### src/rtl/if_id_pkg.sv
// Shared types and defaults for the IF/ID fetch queue.
// Entry/metadata layouts match the default XLEN/ILEN build.
package if_id_pkg;

   localparam int XLEN_D = 32;
   localparam int ILEN_D = 32;

   localparam logic [ILEN_D-1:0] NOP_INSTR = 32'h0000_0013;

   typedef struct packed {
      logic [XLEN_D-1:0] pc;
      logic              pred;
      logic [XLEN_D-1:0] npc_pred;
   } ifq_meta_t;

   typedef struct packed {
      logic [ILEN_D-1:0] instr;
      logic [XLEN_D-1:0] pc;
      logic              pred;
      logic [XLEN_D-1:0] npc_pred;
   } ifq_entry_t;

endpackage

### src/rtl/if_id_fetch_queue_if.sv
// Fetch-request, instruction-memory and decode-side signals of the queue.
// slave is the queue's view; master is the surrounding pipeline's view.
interface if_id_fetch_queue_if #(
   parameter int XLEN = if_id_pkg::XLEN_D,
   parameter int ILEN = if_id_pkg::ILEN_D
);

   logic            if_valid;
   logic            if_ready;
   logic [XLEN-1:0] if_pc;
   logic            if_pred;
   logic [XLEN-1:0] if_npc_pred;

   logic            imem_en;
   logic [XLEN-1:0] imem_addr;
   logic [ILEN-1:0] imem_rdata;

   logic            id_valid;
   logic            id_ready;
   logic [ILEN-1:0] id_instr;
   logic [XLEN-1:0] id_pc;
   logic            id_pred;
   logic [XLEN-1:0] id_npc_pred;

   modport slave (
      input  if_valid, if_pc, if_pred, if_npc_pred,
      output if_ready,
      output imem_en, imem_addr,
      input  imem_rdata,
      output id_valid, id_instr, id_pc, id_pred, id_npc_pred,
      input  id_ready
   );

   modport master (
      output if_valid, if_pc, if_pred, if_npc_pred,
      input  if_ready,
      input  imem_en, imem_addr,
      output imem_rdata,
      input  id_valid, id_instr, id_pc, id_pred, id_npc_pred,
      output id_ready
   );

endinterface

### src/rtl/ifq_fifo.sv
// Generic DEPTH x W synchronous FIFO, async active-low reset, sync clear.
// Callers never push when full nor pop when empty.
module ifq_fifo #(
   parameter int DEPTH = 4,
   parameter int W     = 32,
   localparam int AW   = $clog2(DEPTH),
   localparam int CW   = $clog2(DEPTH + 1)
) (
   input  logic          clk,
   input  logic          rst_n,
   input  logic          clear,
   input  logic          push,
   input  logic [W-1:0]  din,
   input  logic          pop,
   output logic [W-1:0]  dout,
   output logic [CW-1:0] count,
   output logic          empty
);

   logic [W-1:0]  mem [DEPTH];
   logic [AW-1:0] wr_ptr;
   logic [AW-1:0] rd_ptr;

   // Pointers wrap naturally since DEPTH is a power of two; clear wins.
   always_ff @(posedge clk or negedge rst_n) begin
      if (!rst_n) begin
         wr_ptr <= '0;
         rd_ptr <= '0;
         count  <= '0;
      end else if (clear) begin
         wr_ptr <= '0;
         rd_ptr <= '0;
         count  <= '0;
      end else begin
         if (push) wr_ptr <= wr_ptr + AW'(1);
         if (pop)  rd_ptr <= rd_ptr + AW'(1);
         count <= count + CW'(push) - CW'(pop);
      end
   end

   // Entry storage, written at the tail on push.
   always_ff @(posedge clk or negedge rst_n) begin
      if (!rst_n) begin
         for (int i = 0; i < DEPTH; i++) mem[i] <= '0;
      end else if (push && !clear) begin
         mem[wr_ptr] <= din;
      end
   end

   assign dout  = mem[rd_ptr];
   assign empty = (count == '0);

endmodule

### src/rtl/if_id_fetch_queue.sv
// IF/ID fetch queue: memory-latency pipeline, credit flow control, FIFO.
// Optional same-cycle bypass of arrivals into empty queue: IFQ_BYPASS_EN.
module if_id_fetch_queue
   import if_id_pkg::*;
#(
   parameter int XLEN    = XLEN_D,
   parameter int ILEN    = ILEN_D,
   parameter int DEPTH   = 4,
   parameter int MEM_LAT = 1,
   localparam int CW     = $clog2(DEPTH + 1)
) (
   input  logic                 clk,
   input  logic                 rst_n,
   input  logic                 flush,
   if_id_fetch_queue_if.slave   bus,
   output logic [CW-1:0]        occupancy
);

   localparam int MW = 2 * XLEN + 1;
   localparam int EW = ILEN + MW;

   logic [MEM_LAT-1:0] stg_v;
   logic [MW-1:0]      stg_m [MEM_LAT];
   logic [1:0]         inflight;
   logic [5:0]         used;
   logic               accept;
   logic               arr_v;
   logic [EW-1:0]      arr_e;
   logic [EW-1:0]      head_e;
   logic [EW-1:0]      out_e;
   logic               fifo_empty;
   logic               push;
   logic               pop;
   logic               byp;

   // Count fetches still waiting on memory; they already hold a credit.
   always_comb begin
      inflight = '0;
      for (int i = 0; i < MEM_LAT; i++) begin
         inflight = inflight + 2'(stg_v[i]);
      end
   end

   assign used         = 6'(occupancy) + 6'(inflight);
   assign bus.if_ready = rst_n && !flush && (used < 6'(DEPTH));
   assign accept       = bus.if_valid && bus.if_ready;
   assign bus.imem_en  = accept;
   assign bus.imem_addr = bus.if_pc;

   // Metadata travels alongside the memory read; flush kills it.
   always_ff @(posedge clk or negedge rst_n) begin
      if (!rst_n) begin
         stg_v <= '0;
         for (int i = 0; i < MEM_LAT; i++) stg_m[i] <= '0;
      end else if (flush) begin
         stg_v <= '0;
      end else begin
         stg_v[0] <= accept;
         stg_m[0] <= {bus.if_pc, bus.if_pred, bus.if_npc_pred};
         for (int i = 1; i < MEM_LAT; i++) begin
            stg_v[i] <= stg_v[i-1];
            stg_m[i] <= stg_m[i-1];
         end
      end
   end

   assign arr_v = stg_v[MEM_LAT-1] && !flush;
   assign arr_e = {bus.imem_rdata, stg_m[MEM_LAT-1]};

`ifdef IFQ_BYPASS_EN
   assign byp = arr_v && fifo_empty;
`else
   assign byp = 1'b0;
`endif

   assign bus.id_valid = !fifo_empty || byp;
   assign out_e        = byp ? arr_e : head_e;
   assign pop          = !fifo_empty && bus.id_ready && !flush;
   assign push         = arr_v && !(byp && bus.id_ready);

   assign {bus.id_instr, bus.id_pc, bus.id_pred, bus.id_npc_pred} =
      bus.id_valid ? out_e : '0;

   ifq_fifo #(
      .DEPTH (DEPTH),
      .W     (EW)
   ) u_fifo (
      .clk   (clk),
      .rst_n (rst_n),
      .clear (flush),
      .push  (push),
      .din   (arr_e),
      .pop   (pop),
      .dout  (head_e),
      .count (occupancy),
      .empty (fifo_empty)
   );

endmodule
### src/flat_wrapper.sv
// flat-port wrapper written by rule: the top's interface ports become plain ports
module if_id_fetch_queue_flat import if_id_pkg::*;
#(
   parameter int XLEN    = XLEN_D,
   parameter int ILEN    = ILEN_D,
   parameter int DEPTH   = 4,
   parameter int MEM_LAT = 1,
   localparam int CW     = $clog2(DEPTH + 1)
)
  (clk, rst_n, flush, occupancy, bus_if_valid, bus_if_pc, bus_if_pred, bus_if_npc_pred, bus_if_ready, bus_imem_en, bus_imem_addr, bus_imem_rdata, bus_id_valid, bus_id_instr, bus_id_pc, bus_id_pred, bus_id_npc_pred, bus_id_ready);
  if_id_fetch_queue_if #(.XLEN(XLEN), .ILEN(ILEN)) bus_i ();
  input  logic clk;
  input  logic rst_n;
  input  logic flush;
  output logic [CW-1:0] occupancy;
  input wire logic [$bits(bus_i.if_valid)-1:0] bus_if_valid;
  input wire logic [$bits(bus_i.if_pc)-1:0] bus_if_pc;
  input wire logic [$bits(bus_i.if_pred)-1:0] bus_if_pred;
  input wire logic [$bits(bus_i.if_npc_pred)-1:0] bus_if_npc_pred;
  output wire logic [$bits(bus_i.if_ready)-1:0] bus_if_ready;
  output wire logic [$bits(bus_i.imem_en)-1:0] bus_imem_en;
  output wire logic [$bits(bus_i.imem_addr)-1:0] bus_imem_addr;
  input wire logic [$bits(bus_i.imem_rdata)-1:0] bus_imem_rdata;
  output wire logic [$bits(bus_i.id_valid)-1:0] bus_id_valid;
  output wire logic [$bits(bus_i.id_instr)-1:0] bus_id_instr;
  output wire logic [$bits(bus_i.id_pc)-1:0] bus_id_pc;
  output wire logic [$bits(bus_i.id_pred)-1:0] bus_id_pred;
  output wire logic [$bits(bus_i.id_npc_pred)-1:0] bus_id_npc_pred;
  input wire logic [$bits(bus_i.id_ready)-1:0] bus_id_ready;
  assign bus_i.if_valid = bus_if_valid;
  assign bus_i.if_pc = bus_if_pc;
  assign bus_i.if_pred = bus_if_pred;
  assign bus_i.if_npc_pred = bus_if_npc_pred;
  assign bus_if_ready = bus_i.if_ready;
  assign bus_imem_en = bus_i.imem_en;
  assign bus_imem_addr = bus_i.imem_addr;
  assign bus_i.imem_rdata = bus_imem_rdata;
  assign bus_id_valid = bus_i.id_valid;
  assign bus_id_instr = bus_i.id_instr;
  assign bus_id_pc = bus_i.id_pc;
  assign bus_id_pred = bus_i.id_pred;
  assign bus_id_npc_pred = bus_i.id_npc_pred;
  assign bus_i.id_ready = bus_id_ready;
  if_id_fetch_queue #(.XLEN(XLEN), .ILEN(ILEN), .DEPTH(DEPTH), .MEM_LAT(MEM_LAT)) u_core (.clk(clk), .rst_n(rst_n), .flush(flush), .bus(bus_i), .occupancy(occupancy));
endmodule
### config.mk
export PLATFORM = sky130hd
export DESIGN_NAME = if_id_fetch_queue_flat
export DESIGN_NICKNAME = d
export VERILOG_FILES = /design/src/rtl/if_id_pkg.sv /design/src/rtl/if_id_fetch_queue_if.sv /design/src/rtl/ifq_fifo.sv /design/src/rtl/if_id_fetch_queue.sv /design/src/flat_wrapper.sv
export SDC_FILE = /design/constraint.sdc
export NUM_CORES = 1
export LEC_CHECK = 0
export BUFFER_PORTS_ARGS = -buffer_cell sky130_fd_sc_hd__buf_4
export CORE_ASPECT_RATIO = 1.25
export CORE_UTILIZATION = 55
export DETAILED_ROUTE_END_ITERATION = 8
export HOLD_SLACK_MARGIN = 0.1
export PLACE_DENSITY = 0.82
export SYNTH_ARGS = -nofsm -noshare
export SYNTH_HDL_FRONTEND = slang
export SYNTH_SLANG_ARGS = --single-unit
### constraint.sdc
create_clock -name clk -period 2.2 [get_ports clk]
set_input_delay 0.66 -clock clk [delete_from_list [all_inputs] [get_ports clk]]
set_output_delay 0.66 -clock clk [all_outputs]
set_load 0.005 [all_outputs]
; After elaboration in Yosys (flattened, before gate mapping)
; Index checks and enable logic that the tools add are counted.
[word_totals]
inputBits = 102
word_cells = 46
out_inout_bits = 135
ramBits = 0
latch_bits = 0
mem_bits_ro = 0
reg_bits = 461
memories = 0
[classes]
eq_ne = 0
magnitude_cmp = 4
div_mod_pow = 0
n_shift = 0
n_mux = 13
n_mul = 0
n_addsub = 5
n_reduce_logical = 13
bitwise_logic = 2
[op_table]
columns = operator, count
row1 = $bwmux W388, 1
row2 = $mux W97, 4
row3 = $bmux W97 S2, 1
row4 = $demux W97 S2, 1
row5 = $logic_and A1 B1 Y1, 8
row6 = $mux W2, 4
row7 = $ge A3 B3 Y1 const B, 2
row8 = $lt A6 B3 Y1 const B, 1
row9 = $not A2 Y3, 2
row10 = $add A2 B1 Y2 const B, 2
row11 = $add A3 B1 Y4, 1
row12 = $reduce_bool A2 Y1, 2
row13 = $add A3 B1 Y3, 1
row14 = $logic_not A3 Y1, 1
row15 = $lt A3 B1 Y1 const B, 1
row16 = $mux W3, 1
row17 = $sub A3 B1 Y3, 1
row18 = $logic_not A1 Y1, 2
row19 = $mux W1, 1

; Logic depth before layout (Yosys ltp)
; Gate-level depths: netlist of run 1.
[logic_depth]
word_depth = 6
ltp_mapped = 11
ltp_nobuf = 9

; By module
; From an unflattened synthesis of run 1, not the netlist that was laid out.
[hier_totals]
cells_unflattened = 1261
area_unflattened_um2 = 20980.1
[by_module_without_submodules]
columns = mod, cells_per_inst, seq_area_each_um2, area_per_inst_um2, n_inst
row1 = ifq_fifo, 974, 9884.5, 17488.0, 1
row2 = if_id_fetch_queue, 287, 1651.6, 3492.1, 1

; Worst setup path after synthesis of run 1
; No wires, ideal clock.
[synth_path]
path_kind = in2reg
startpoint = input port flush
endpoint = register u_core.u_fifo.count[2]
slack_ns = -0.248
cell_stages = 11
path_buffers = 3
t_arrival_ns = 2.327
setup_ns = 0.121
required_time_ns = 2.079
path_cell_list = buf_2 buf_2 buf_2 nor2_1 ha_1 inv_1 ha_1 inv_1 fa_1 xnor2_1 nor2_1
[synth_between]
elab_chain_len = 5
elab_cells_between_ends = 6
cone_classes = add/sub: 2 / mux: 1 / reduce/logical: 3
[synth_lines]
columns = element, line_no
row1 = from (decl), flat_wrapper.sv:14  ; input logic flush;
row2 = $logic_not A1 Y1, "if_id_fetch_queue.sv:67, if_id_fetch_queue.sv:78"
row3 = $logic_and A1 B1 Y1, if_id_fetch_queue.sv:67  ; assign arr_v = stg_v[MEM_LAT-1] && !flush;
row4 = $add A3 B1 Y3, ifq_fifo.sv:37  ; count <= count + CW'(push) - CW'(pop);
row5 = $sub A3 B1 Y3, ifq_fifo.sv:37
row6 = $mux W3 (*), ifq_fifo.sv:30  ; end else if (clear) begin
row7 = to (signal assigned), ifq_fifo.sv:37
row8 = to (decl), ifq_fifo.sv:16  ; output logic [CW-1:0] count,
; Every way passes the cells marked *; elsewhere a longest branch is shown, timed or not.
; A chain may end at the register's enable or synchronous reset.

; Worst setup path in the final report of run 1
[layout_path]
startpoint = register u_core.u_fifo.rd_ptr[0]
endpoint = output port bus_id_npc_pred[8]
[layout_between]
elab_chain_len = 5
[layout_lines]
columns = element, line_no
row1 = from (decl), ifq_fifo.sv:22  ; logic [AW-1:0] rd_ptr;
row2 = from (signal assigned), ifq_fifo.sv:36  ; if (pop) rd_ptr <= rd_ptr + AW'(1);
row3 = $not A2 Y3 (not written as such), ifq_fifo.sv:50  ; assign dout = mem[rd_ptr];
row4 = $bmux W97 S2, ifq_fifo.sv:50
row5 = $mux W97 (not written as such) (2 in series), ifq_fifo.sv:50
row6 = $mux W97, if_id_fetch_queue.sv:82  ; bus.id_valid ? out_e : '0;
row7 = to (decl), flat_wrapper.sv:28  ; output wire logic [$bits(bus_i.id_npc_pred)-1:0] bus_id_npc_pred;
; No other way between the ends. The select of a mux whose other input is x is not followed.

==> results of run 1 <==
[state kept, by name (all words and copies together) (netlist names)]
register,count
u_core.u_fifo.wr_ptr,2
u_core.stg_v,1
u_core.stg_m,65
u_core.u_fifo.count,3
u_core.u_fifo.mem,388
u_core.u_fifo.rd_ptr,2
[final cells by class]
| cell class | instances | share of cell area (%) |
|---|---|---|
| clock buffer | 68 | 5.414 |
| clock inverter | 13 | 0.4804 |
| timing repair buffer | 306 | 12.11 |
| tap | 486 | 2.407 |
| inverter | 5 | 0.07429 |
| antenna | 1 | 0.009906 |
| sequential | 461 | 45.71 |
| multi-input combinational | 685 | 33.80 |
[Yosys cell counts, types with 3 or more instances]
| cell | n |
|---|---|
| inv_1 | 5 |
| mux4_2 | 97 |
| mux2_2 | 335 |
| mux2_1 | 120 |
| buf_6 | 20 |
| ha_1 | 7 |
| and2_1 | 97 |
| dfrtp_1 | 461 |
| buf_12 | 9 |
| clkbuf_1 | 7 |
| nor2b_1 | 3 |
| buf_2 | 44 |
| buf_4 | 34 |
| nand3b_4 | 4 |
| nor2_1 | 7 |
[worst max-delay path: stages (launching register included)]
cell     delay [ps]
dfrtp_4         450
buf_12          170
buf_16          180
mux4_2          560
and2_4          190
buf_6           100
[cell usage in the layout (no fill, tap or decap), drive strengths merged, types with 3 or more instances in the layout]
master	synthesis	routed
mux2	455	455
clkbuf	8	70
buf	107	304
mux4	97	97
ha	7	7
nand3b	5	5
nor2	7	7
inv	5	5
clkinv	0	10
and2	97	97
nor2b	3	3
dfrtp	461	461
[cells by family after synthesis]
kind of cell,Yosys count
DFF,461
and+or+nand+nor,116
buffers and inverters,120
AOI/OAI and AO/OA,6
xor gates and xnor gates,2
adders and majority gates,8
muxes,553
[worst max path at each step]
stage / from / end
after floorplan: flush / u_core.u_fifo.count[1]
final: u_core.u_fifo.rd_ptr[0] / bus_id_npc_pred[8]
after CTS: u_core.u_fifo.rd_ptr[0] / bus_id_npc_pred[29]
after detailed placement: u_core.u_fifo.rd_ptr[0] / bus_id_npc_pred[8]
after global placement: u_core.u_fifo.rd_ptr[0] / bus_id_npc_pred[8]
after global routing: u_core.u_fifo.rd_ptr[0] / bus_id_pc[10]
[routing by layer]
metal  vias to the layer above  global-route usage [%]  share of wire (%)
li1                       5064                       -                  -
met1                      6217                   31.62                 43
met2                       298                   40.41                 50
met3                        63                   4.175                4.7
met4                         2                   6.319                2.0
met5                         -                       0              0.039
[per-stage QoR]
stage	worst slack, ps	utilization [%]
after CTS	-718.3	67.73
after global routing	-755.2	67.97
after floorplan	-23.55	-
final	-683.3	67.97
after detailed placement	-176.3	61.73
after global placement	-173.8	61.73
[what timing repair did]
item	in CTS	in global routing
endpoints found under the setup margin	100	101
pin swaps	4	1
resized for setup	145	41
buffers inserted	15	3
cloned	4	2
[where the power goes]
group	switching, mW	internal (mW)
registers	0.869	9.94
clock network	3.16	4.53
logic	3.07	5.41
total	7.11	19.9
==> results summary, run 1 <==
The share of synthesized cell area in full adder, half adder and majority cells is less than 1%. The total clock sinks came out at 461. The number of clock buffers added by TritonCTS is 46. The Yosys step of the flow raised 0 warnings.

The number of optimization iterations in the first detailed-route pass came out at 4. The starting DRC count in detailed routing is between 500 and 600. The half-perimeter wire length after detailed placement is 26,090 um. In this run the static leakage power is 12.14 nW.

The residual overflow from global routing is 0. Once detail routing completed, the nets flagged for antenna violations numbered 0. The total power after layout is 26.98 mW. The final-report hold violation count came out at 0.

The number of buffers inserted for hold repair after clock tree synthesis came out at 0. Yosys attributes the largest share of cell area to dfrtp_1 (56%), mux2_2 (18%), mux4_2 (11%). The total instance count after detailed placement came out at slightly below 2,000. The proportion of synthesized chip area in sequential cells is 55.67%. After routing the design area is about 25,000 um2. The data arrival time of the worst path is 2220 ps. For this design the ratio of total power to cell area is between 1000 and 1500 nW/um2. At the worst endpoint, the required time is 1540 ps. The worst reg2reg path depth is 9. The total placed instance area came out at 22,940 um2. The number of top-level pins is between 200 and 250.

The area fraction in compound gates after synthesis is less than 1%. The gate count of the mapped netlist came out at 1,266. The number of buffers inserted by port buffering is 236.

Yosys mapped the design onto 29 distinct sky130hd cell types. In the synthesized netlist the async set-or-reset flop fraction comes to 100.0%. The worst pin sits at a relative slew slack of 33.87%. The top cell type by area accounts for 55.67% of the synthesized area. The initial utilization of the core area, before any placement, comes to 55.76%. Summed over all instances, the cell type with the most area after synthesis is dfrtp_1. The worst setup path is captured at an output pin.

After synthesis the cells add up to roughly 21,000 um2. The mean number of vias per cell is 5.750. The tree is rooted in a clkbuf_16. The final worst clock skew is 12.55 ps. The multi-input logic area is ~8500 um2. The slew at the pin with the worst max-slew slack is 991.9 ps. In this run the worst hold path is classified as input pin to async pin. Entering global routing, the biggest net connects 175 pins. The H-tree depth reported by CTS is 2. In the routed design, unresolved DRC markers number 0.

Along the worst path, the maximum fanout reaches 13. The XOR/XNOR share of the synthesized area is 0.08453%. The overall die width is roughly 180 um.

The worst voltage drop across the vdd grid came out at between 600 and 700 uV. The via count came out at 11,640. The post-layout minimum cycle time came out at 2883 ps. The worst hold slack after final layout came out at 117.7 ps.

The average wire per cell in the routed design is 21.80 um. Setup repair after global routing could not meet its margin everywhere. The clock insertion delay at the later pin of the skew report is ~550 ps. The register bit total from synthesis is 461.

Counting the fill cells in the layout gives roughly 2,500. TritonCTS built the clock tree. The average footprint of a synthesized cell came out at 16.37 um2. The number of enable-type register cells in the synthesized netlist came out at 0. The final estimated routing congestion in global placement is 0.7475.

The share of cell area taken by muxes after synthesis is a little over a third. The startpoint identified for the worst register-to-register timing path is u_core.u_fifo.count[1]. The checks that failed: negative setup slack. The setup slack of the most critical reg-to-reg path came out at 120 ps. The net count reported at finish is 1,615.

The number of nets in the synthesized netlist is about 1,400. The end of the worst register-to-register path is u_core.u_fifo.count[1]. The post-route setup TNS came out at -59,250 ps. Setup violations remaining at the end of the flow were counted as 100.

The ratio of final minimum period to clock period is 131.1%. The number of antenna violations at the first check in global routing is 2. By area, the combinational part of the netlist is dominated by multiplexers. The first-pass GRT wire length came out at 71,180 um. After the flow finishes, the layout carries non-filler instances totaling just over 2,000. The number of global-route vias before repair was approximately 13,000. The simple-gate share of the synthesized area is 3.689%.

The footprint of the flip-flops and latches is 11,550 um2. In the final layout, the share of cells above drive strength 1 is about three fifths. In this run the core area contains 79 standard-cell rows. STA classifies the critical path startpoint as a flip-flop.

The setup path with the least slack is of type flip-flop to output pin. Once routing completed, OpenROAD measured the worst setup slack at -683.3 ps. The flip-flop cell with the highest count after synthesis is dfrtp_1. The area growth from synthesis to layout is 21.90%. The run finished, with violations left. Max-cap violations in this run came to 0. The overall fraction of global-route tracks in use came out at 23.78%. The wire length after detailed routing is 44,150 um. The area of the die came out at 38,470 um2.

After clock tree synthesis, the clock-pin slew on the worst setup and hold paths is 60 ps. The core outline area came out at 37,170 um2. The final max-slew violation count is 0. The overall die height came out at 219.0 um. The peak clock frequency supported by timing came out at roughly 0.35 GHz.

The clock tree buffer depth is 3.
No activity file was read; power rests on OpenSTA's default activity.
==> run 2: changes to the inputs <==
--- a/config.mk
+++ b/config.mk
@@ -7,6 +7,7 @@
 export LEC_CHECK = 0
 export BUFFER_PORTS_ARGS = -buffer_cell sky130_fd_sc_hd__buf_4
 export CORE_ASPECT_RATIO = 1.25
+export CORE_MARGIN = 1.5
 export CORE_UTILIZATION = 55
 export DETAILED_ROUTE_END_ITERATION = 8
 export HOLD_SLACK_MARGIN = 0.1
==> run 2 against run 1 <==
  * The run still ends with negative setup slack left
  * Die area rose by 1.0%
  * Flip-flop and latch count did not move
  * Sequential share of layout area fell by 0.57 points
  * Register-to-register slack got worse by 80 ps
  * Highest routed layer unchanged
  * First-iteration DRC count fell by 18%
  * Maximum frequency rose by 1.3%
  * Worst hold slack improved by 190 ps
  * Non-clock buffer count rose by 6
  * Largest power group unchanged
  * Final cell count rose by 0.35%
  * Clock power rose by 9.0%
  * Global-route usage fell by 0.17 points
  * Clock-buffer cell count fell by 4
==> results summary, run 2 (synthesis results as in run 1) <==
The clock-pin slew of the registers on the worst-case setup and hold paths came out at 60 ps. The final layout contains 1,622 nets. TritonCTS created 47 clock buffers. At the worst endpoint, the arrival time is 2190 ps. The total instance count after detailed placement is 1,924. The routed design has around 46,000 um of wire. In this run the worst hold path is classified as input pin to async pin. The starting DRC count in detailed routing came out at 483. The overall fraction of global-route tracks in use is 23.60%.

The worst path setup slack after routing is -645.8 ps. The total of fill cells in the finished design came out at 2,464. The peak clock frequency supported by timing came out at 0.3514 GHz. The final worst clock skew is 21.54 ps. The worst reg2reg path depth is 11. The tool flagged a number of max-cap violations equal to 0. Leaving out filler cells and counting taps, the final layout contains a little over 2,000. The slew at the pin with the worst max-slew slack is 895.8 ps. After global routing the overflow that remains totals 0.

The worst setup path is launched from a flip-flop. The area growth from synthesis to layout is 23.43%. In this run the clock root is driven by a clkbuf_16. The number of antenna violations at the first check in global routing was 3. In the routed design, unresolved DRC markers number 0. The checks that failed: negative setup slack. The worst setup path is of the flip-flop to output pin kind. The worst register-to-register path begins at u_core.u_fifo.count[1].

The flow ran to the end, but the final reports show violations. The number of buffers inserted for hold repair after clock tree synthesis came out at 0. The antenna violation net count after detailed routing came out at 0. The library cells used most frequently in the layout, excluding fill and tap cells, are dfrtp_1 (457), mux2_2 (335), buf_4 (192). The final-report hold violation count came out at 0. The worst setup timing slack at the placement stage is -129.6 ps. The total clock sinks came out at 461. The required time at the worst-slack endpoint came out at 1540 ps. The number of top-level pins came out at 237. The critical path starts at u_core.u_fifo.rd_ptr[0]. The via count is 11,670.

Setup repair after global routing could not meet its margin everywhere. TritonCTS built the clock tree. The worst setup path is captured at an output pin. The die is 176.6 um wide.

The largest registers in the layout are u_core.u_fifo.mem x388, u_core.stg_m x65, u_core.u_fifo.count x3. The area of the die is 38,860 um2. The clock tree synthesis step divided the H-tree into 2 levels. The maximum number of pins on one net before global-route repair came out at approximately 150. The multi-input logic area is 8553 um2.

The flip-flop count of the largest register, all copies and words added is 388. The setup slack of the most critical reg-to-reg path is 40 ps. The worst-case IR drop observed on VDD is 853.7 uV.

The footprint of the flip-flops and latches is around 12,000 um2. Setup violations remaining at the end of the flow were counted as 100. More flip-flops sit in one register than any other, and that register is u_core.u_fifo.mem.

The half-perimeter wire length after detailed placement is 26,520 um. The capture point of the critical path is bus_id_pc[10]. Measured along the y axis, the die boundary spans 220.0 um. The remaining max-slew budget at the tightest pin came out at between 40% and 50%. Of the cells placed in the final design, the portion with a size suffix greater than 1 is 59.22%. The final max-slew violation count is 0.

The number of buffers inserted by port buffering came out at approximately 240. The post-layout minimum cycle time came out at 2846 ps. In this run the critical register-to-register path is captured at u_core.u_fifo.count[2]. After detailed routing, the average wire length per cell comes to 22.60 um. The leakage component of the power is 12.29 nW. The maximum fanout count along the critical path came out at 10.

The count of standard-cell rows is 79. The final critical path takes up 129.4% of the cycle. The worst hold slack after final layout came out at ~300 ps.

The mean number of vias per cell is 5.744. The final estimated routing congestion in global placement came out at 0.7414. The clock tree buffer depth is 3. The initial cell density of the core is between 50% and 60%.

The first global-routing pass estimated ~71,000 um of wire. The library cell used most frequently in the layout, excluding fill and tap cells, is dfrtp_1. The number of global-route vias before repair was about 13,000. The core outline area is 37,170 um2. The cell area power density is 1115 nW/um2. The number of optimization iterations in the first detailed-route pass came out at 4. For the worst-skew pair, the clock arrives at the later sink with an insertion delay of 550 ps.
-- run 2: changes by cell type in the layout (fill, tap and decap cells not counted), moves of 2 or more --
cell       change
and2_4         +3
buf_12         -2
buf_16         +4
buf_8          -3
clkbuf_1       -3
clkbuf_16      +3
buf_6          +2
and2_1         -3
bufinv_16      +6
-- run 2: power by group --
group	switching [mW]	leakage [nW]	internal (mW)
sequential	0.854	6.03	9.94
combinational	3.42	5.46	5.92
clock	3.25	0.800	5.13
total	7.53	12.3	21.0
-- run 2: layer usage --
| metal | up-vias | part of all wire, % | track usage [%] |
|---|---|---|---|
| met5 | - | 0.057 | 0 |
| li1 | 5076 | - | - |
| met3 | 71 | 4.9 | 4.313 |
| met4 | 4 | 1.9 | 6.497 |
| met2 | 297 | 51 | 40.55 |
| met1 | 6224 | 42 | 30.82 |
-- run 2: repair_timing --
action,CTS,global route
buffers inserted,12,2
cloned,5,7
hold endpoints to repair,0,0
pin swaps,13,17
resized for setup,54,128
setup endpoints to repair,101,101
-- run 2: per-stage QoR --
| stage | setup TNS (ps) | utilization (%) | power, mW | area [um2] |
|---|---|---|---|---|
| 6_report | -59500 | 68.82 | 28.52 | 25580 |
| 5_1_grt | -65670 | 68.82 | 29.79 | 25580 |
| 4_1_cts | -63430 | 67.19 | 27.53 | 24970 |
| 3_5_place_dp | -9250 | 61.64 | 17.95 | 22910 |
| 3_3_place_gp | -7776 | 61.64 | 17.67 | 22910 |
| 2_1_floorplan | -39.09 | - | 15.10 | 20790 |
-- run 2: critical path, cell delays in order, from the launching register on --
cell and delay [ps]:
dfrtp_4 460, buf_12 170, clkbuf_16 200, mux4_2 520
and2_4 180, buf_6 110
-- run 2: worst min path at each step --
stage | startpoint | endpoint | slack [ps] | cells after the start
finish | rst_n | u_core.u_fifo.mem[241] | 300 | 3
global route | bus_if_npc_pred[31] | u_core.stg_m[31] | 320 | 2
CTS | rst_n | u_core.u_fifo.mem[37] | 300 | 3
detailed placement | u_core.u_fifo.mem[168] | u_core.u_fifo.mem[168] | 480 | 1
global placement | u_core.u_fifo.mem[187] | u_core.u_fifo.mem[187] | 470 | 1
floorplan | rst_n | u_core.stg_m[0] | 360 | 0
-- run 2: final cells by class --
type	instances	area share, %
inverter	5	0.07337
timing repair buffer	312	12.64
clock inverter	18	1.164
sequential	461	45.14
clock buffer	64	5.161
tap	486	2.377
multi-input combinational	685	33.44
antenna	1	0.009783
